<file path="src/rtl/alu2_word_sequencer.sv">
// Word-wide ALU sequencer: splits NBYTES-limb operands into 8-bit ALU requests,
// chains the carry limb to limb, and reassembles the word result and flags.
module alu2_word_sequencer #(
  parameter int unsigned NBYTES  = 4,
  parameter int unsigned TIMEOUT = 255
) (
  input  logic                aclk,
  input  logic                areset,
  input  logic                cmd_valid,
  output logic                cmd_ready,
  input  logic [2:0]          cmd_opcode,
  input  logic                cmd_carryin,
  input  logic [8*NBYTES-1:0] cmd_a,
  input  logic [8*NBYTES-1:0] cmd_b,
  output logic                rsp_valid,
  input  logic                rsp_ready,
  output logic [8*NBYTES-1:0] rsp_result,
  output logic                rsp_carry,
  output logic                rsp_zero,
  output logic                rsp_sign,
  output logic                rsp_error,
  output logic                alu_rx_enable,
  output logic                alu_rx_write,
  output logic                alu_rx_strobe,
  output logic                alu_rx_carryflag,
  output logic [2:0]          alu_rx_opcode,
  output logic [7:0]          alu_rx_operand0,
  output logic [7:0]          alu_rx_operand1,
  input  logic [7:0]          alu_tx_result,
  input  logic                alu_tx_carryflag,
  input  logic                alu_tx_zeroflag,
  input  logic                alu_tx_signflag,
  input  logic                alu_tx_ready
);
  localparam int unsigned W  = 8 * NBYTES;
  localparam int unsigned KW = (NBYTES > 1) ? $clog2(NBYTES) : 1;

  typedef enum logic [1:0] {IDLE, ISSUE, WAIT, RESP} state_t;

  state_t        state_q, state_d;
  logic [2:0]    op_q, op_d;
  logic          cin_q, cin_d;
  logic [W-1:0]  a_q, a_d, b_q, b_d, res_q, res_d;
  logic [KW-1:0] k_q, k_d;
  logic [15:0]   cnt_q, cnt_d;
  logic          carry_q, carry_d;
  logic          err_q, err_d;
  logic [7:0]    a_limb, b_limb;

  // Per-limb ALU flags are not needed: word flags derive from the assembled result.
  logic unused_flags;
  assign unused_flags = ^{alu_tx_zeroflag, alu_tx_signflag};

  always_comb begin
    a_limb = '0;
    b_limb = '0;
    for (int unsigned i = 0; i < NBYTES; i++) begin
      if (k_q == KW'(i)) begin
        a_limb = a_q[8*i +: 8];
        b_limb = b_q[8*i +: 8];
      end
    end
  end

  always_comb begin
    state_d = state_q;
    op_d    = op_q;
    cin_d   = cin_q;
    a_d     = a_q;
    b_d     = b_q;
    res_d   = res_q;
    k_d     = k_q;
    cnt_d   = cnt_q;
    carry_d = carry_q;
    err_d   = err_q;
    case (state_q)
      IDLE: begin
        if (cmd_valid) begin
          op_d    = cmd_opcode;
          cin_d   = cmd_carryin;
          a_d     = cmd_a;
          b_d     = cmd_b;
          res_d   = '0;
          k_d     = '0;
          cnt_d   = '0;
          carry_d = 1'b0;
          err_d   = 1'b0;
          state_d = ISSUE;
        end
      end
      ISSUE: begin
        cnt_d   = '0;
        state_d = WAIT;
      end
      WAIT: begin
        if (alu_tx_ready) begin
          for (int unsigned i = 0; i < NBYTES; i++) begin
            if (k_q == KW'(i)) res_d[8*i +: 8] = alu_tx_result;
          end
          carry_d = alu_tx_carryflag;
          if (k_q == KW'(NBYTES - 1)) begin
            state_d = RESP;
          end else begin
            k_d     = k_q + 1'b1;
            state_d = ISSUE;
          end
        end else if (cnt_q == 16'(TIMEOUT - 1)) begin
          // WAIT lasts exactly TIMEOUT cycles before giving up on this limb.
          err_d   = 1'b1;
          state_d = RESP;
        end else begin
          cnt_d = cnt_q + 16'd1;
        end
      end
      RESP: begin
        if (rsp_ready) state_d = IDLE;
      end
      default: state_d = IDLE;
    endcase
  end

  always_ff @(posedge aclk) begin
    if (areset) begin
      state_q <= IDLE;
      op_q    <= '0;
      cin_q   <= 1'b0;
      a_q     <= '0;
      b_q     <= '0;
      res_q   <= '0;
      k_q     <= '0;
      cnt_q   <= '0;
      carry_q <= 1'b0;
      err_q   <= 1'b0;
    end else begin
      state_q <= state_d;
      op_q    <= op_d;
      cin_q   <= cin_d;
      a_q     <= a_d;
      b_q     <= b_d;
      res_q   <= res_d;
      k_q     <= k_d;
      cnt_q   <= cnt_d;
      carry_q <= carry_d;
      err_q   <= err_d;
    end
  end

  assign cmd_ready        = (state_q == IDLE);
  assign alu_rx_enable    = (state_q == ISSUE) || (state_q == WAIT);
  assign alu_rx_write     = (state_q == ISSUE);
  assign alu_rx_strobe    = (state_q == ISSUE);
  assign alu_rx_opcode    = alu_rx_enable ? op_q   : '0;
  assign alu_rx_operand0  = alu_rx_enable ? a_limb : '0;
  assign alu_rx_operand1  = alu_rx_enable ? b_limb : '0;
  assign alu_rx_carryflag = alu_rx_enable & ((k_q == '0) ? cin_q : carry_q);

  assign rsp_valid  = (state_q == RESP);
  assign rsp_result = res_q;
  assign rsp_carry  = rsp_valid & carry_q;
  assign rsp_zero   = rsp_valid & (res_q == '0);
  assign rsp_sign   = rsp_valid & res_q[W-1];
  assign rsp_error  = rsp_valid & err_q;
endmodule

</file>
<file path="config.mk">
export PLATFORM = sky130hd
export DESIGN_NAME = alu2_word_sequencer
export DESIGN_NICKNAME = d
export VERILOG_FILES = /design/src/rtl/alu2_word_sequencer.sv
export SDC_FILE = /design/constraint.sdc
export NUM_CORES = 1
export LEC_CHECK = 0
export CORE_MARGIN = 4
export CORE_UTILIZATION = 40
export CTS_CLUSTER_SIZE = 14
export DETAILED_ROUTE_END_ITERATION = 6
export PLACE_DENSITY = 0.71
export SLEW_MARGIN = 20
export SYNTH_ARGS = -nofsm -noshare
export SYNTH_HDL_FRONTEND = slang
export SYNTH_SLANG_ARGS = --single-unit
</file>
<file path="constraint.sdc">
create_clock -name aclk -period 3.9 [get_ports aclk]
set_input_delay 0.39 -clock aclk [delete_from_list [all_inputs] [get_ports aclk]]
set_output_delay 0.39 -clock aclk [all_outputs]
set_load 0.02 [all_outputs]
</file>
==> flow_summary.yaml <==
outcome:
  status: "complete, no violations"
clocking:
  clock_sinks: 122
  cts_tree: "done"
  path_clk_slew_ns: 0.06
  root_buffer: "clkbuf_16"
  clock_latency_ns: 0.42
  ctsResizeCount: 0
  htreeDepth: 4
  cts.path.max_buffers: 2
  cts_setup_buffers: 0
  cts_hold_buf: 0
  numCtsBuffers: 17
power:
  p_switching_mw: 1.635
  clockPowerShare_pct: 33.7
  leakagePower_nw: 2.932
  p_seq_share_pct: 32.6
  p_per_area_mw_per_mm2: 596.0
  comb_power_share_pct: 33.7
  vdd_drop_max_mv: 0.4131
  p_sw_share_pct: 35.29
  p_int_mw: 2.998
logic_synthesis:
  synth_largest_area_cell: "dfxtp_1"
  netlist_area_sq_mm: 0.005700
  synth_flop_cell: "dfxtp_1"
  yosysSeqAreaShare_pct: 42.84
  synth_nets: 834
  synth_area_leaders: "dfxtp_1, nand2_1, a21oi_1, mux2i_1, and2_1"
  yosys.cell_types.count: 47
  async_flop_share_pct: 0
  yosysWarnings: 0
  synth_top_area_share_pct: 42.84
  syn_inst: 738
  syn_area_per_cell_sq_um: 7.724
  synth_edf_count: 0
  synth_seq_cells: 122
layout:
  final_cell_mix: "nand2_1, clkdlybuf4s50_1, dfxtp_1, a21oi_1, nor2_1"
  n_fill_cell: 1303
  layoutNonFillerInstCount: 1047
  n_antenna_cell: 0
  final_nets: 950
  syn2layout_area_growth_pct: 36.39
  drive_gt1_share_pct: 6.113
  final_common_cell: "nand2_1"
die:
  core_sq_mm: 0.01393
  die_w_um: 127.4
  die_area_sq_mm: 0.01623
  placementRows: 43
  start_util_pct: 40.91
  ios: 145
  fp.dieH_um: 127.4
timing:
  fmax_mhz: 286.6
  period_share_pct: 89.48
  setup_viol_count_final: 0
  slew_viol_final: 0
  max_slew_margin_pct: 36.89
  final.setup.tns_ns: 0
  rsz0062_at_grt: "false"
  layout_min_cycle_time_ns: 3.490
  hold_viol: 0
  skew_ns: 0.009039
  tightest_slew_ns: 0.9466
global_routing:
  grt_pass1_vias: 5010
  grt_start_max_net_pins: 69
  grt_pass1_wl_um: 25430
  grt_util_all_layers_pct: 19.47
  grt-ovfl-total: 0
  antenna_found_initial: 0
setup_path:
  crit_path_max_fanout: 33
  required_ns: 3.51
  worstRegToRegCells: 7
  end_kind: "output port"
  critPathArrivalTime_ns: 3.10
  start_kind: "register"
  worstSetupPathType: "reg -> out"
drt:
  routed_wl_um: 15770
  wire_per_inst_um: 15.06
  drt_iter0_drc: 333
  route.detailed.drc: 0
  firstDrtPassIters: 4
  vias_per_cell: 5.052
  vias: 5289
  route.antenna.remaining_nets: 0
job:
  drv_cap: 0
place:
  gp_congestion: 0.8023
  place_inst: 1015
  dp_hpwl_um: 10770
  io_buffers: 142
worst_hold_path:
  hold_path.class: "in -> reg"
  holdPathStages: 2
==> state kept, by name, indices dropped and copies added (netlist names), 2 cells and up <==
name        flops
k_q             2
state_q         2
op_q            3
a_q            32
cnt_q          16
b_q            32
rsp_result     32
==> cell usage after synthesis (5+ instances only) <==
library cell / count
a21oi_1: 110
a31oi_1: 5
and2_1: 31
and3_1: 5
clkbuf_1: 43
dfxtp_1: 122
ha_1: 12
inv_1: 14
mux2i_1: 34
nand2_1: 184
nand3_1: 6
nand3b_1: 19
nand4_1: 7
nor2_1: 45
nor3_1: 9
nor4_1: 8
o21ai_0: 28
==> cell families after synthesis <==
logic type / after synthesis / share of synthesized area [%]
compound gates: 162 / 15.39
fa+ha+maj: 12 / 2.634
buf+inv: 67 / 4.872
flops: 122 / 42.84
mux: 35 / 6.168
simple gates: 340 / 28.10
==> worst max-delay path, cell delays in order, from the launching register on <==
cell             delay, ns
dfxtp_1               0.33
inv_1                 0.11
ha_1                  0.79
nand2_1               0.12
a21oi_1               0.34
a21oi_1               0.10
o21ai_0               0.15
and2_1                0.15
clkdlybuf4s50_1       0.60
==> power groups by stage <==
stage,sequential [mW],clock (mW),combinational [mW]
floorplan,1.55,0,1.03
global placement,1.53,0,1.57
detailed placement,1.54,0,1.57
CTS,1.51,1.59,1.58
global route,1.53,1.64,1.71
finish,1.51,1.56,1.56
==> final timing paths <==
kind	startpoint	endpoint	slack, ns
hold / removal	areset	rsp_result[31]	0.43
setup reg to reg	state_q[0]	cnt_q[15]	1.45
hold reg to reg	op_q[1]	op_q[1]	0.45
setup / recovery	k_q[1]	alu_rx_operand0[3]	0.41
==> metal layers <==
metal,vias to the layer above,track usage (%),share of wire [%]
met5,-,0,0
li1,2735,-,-
met2,133,29.67,46
met1,2412,27.55,48
met4,0,6.625,1.2
met3,9,3.846,5.0
==> area by class of cell <==
class | instances | area (sq um) | area share [%]
clock buffer | 17 | 425.4 | 5.472
clock inverter | 15 | 166.4 | 2.140
inverter | 14 | 52.55 | 0.6759
multi-input combinational | 549 | 2984 | 38.38
sequential | 122 | 2442 | 31.41
tap | 180 | 225.2 | 2.897
timing repair buffer | 150 | 1479 | 19.02
==> stage by stage <==
| stage | utilization, % | total power, mW | area (sq um) | hold slack, ns | worst slack (ns) |
|---|---|---|---|---|---|
| finish | 55.80 | 4.634 | 7775 | 0.4293 | 0.4104 |
| global route | 55.80 | 4.890 | 7775 | 0.4448 | 0.1932 |
| CTS | 55.80 | 4.682 | 7775 | 0.4170 | 0.4362 |
| detailed placement | 51.55 | 3.109 | 7183 | 0.4427 | 0.8880 |
| global placement | 51.55 | 3.099 | 7183 | 0.4384 | 0.8977 |
| floorplan | - | 2.580 | 5700 | 0.4317 | 1.769 |
Power figures use the tool's default switching activity.
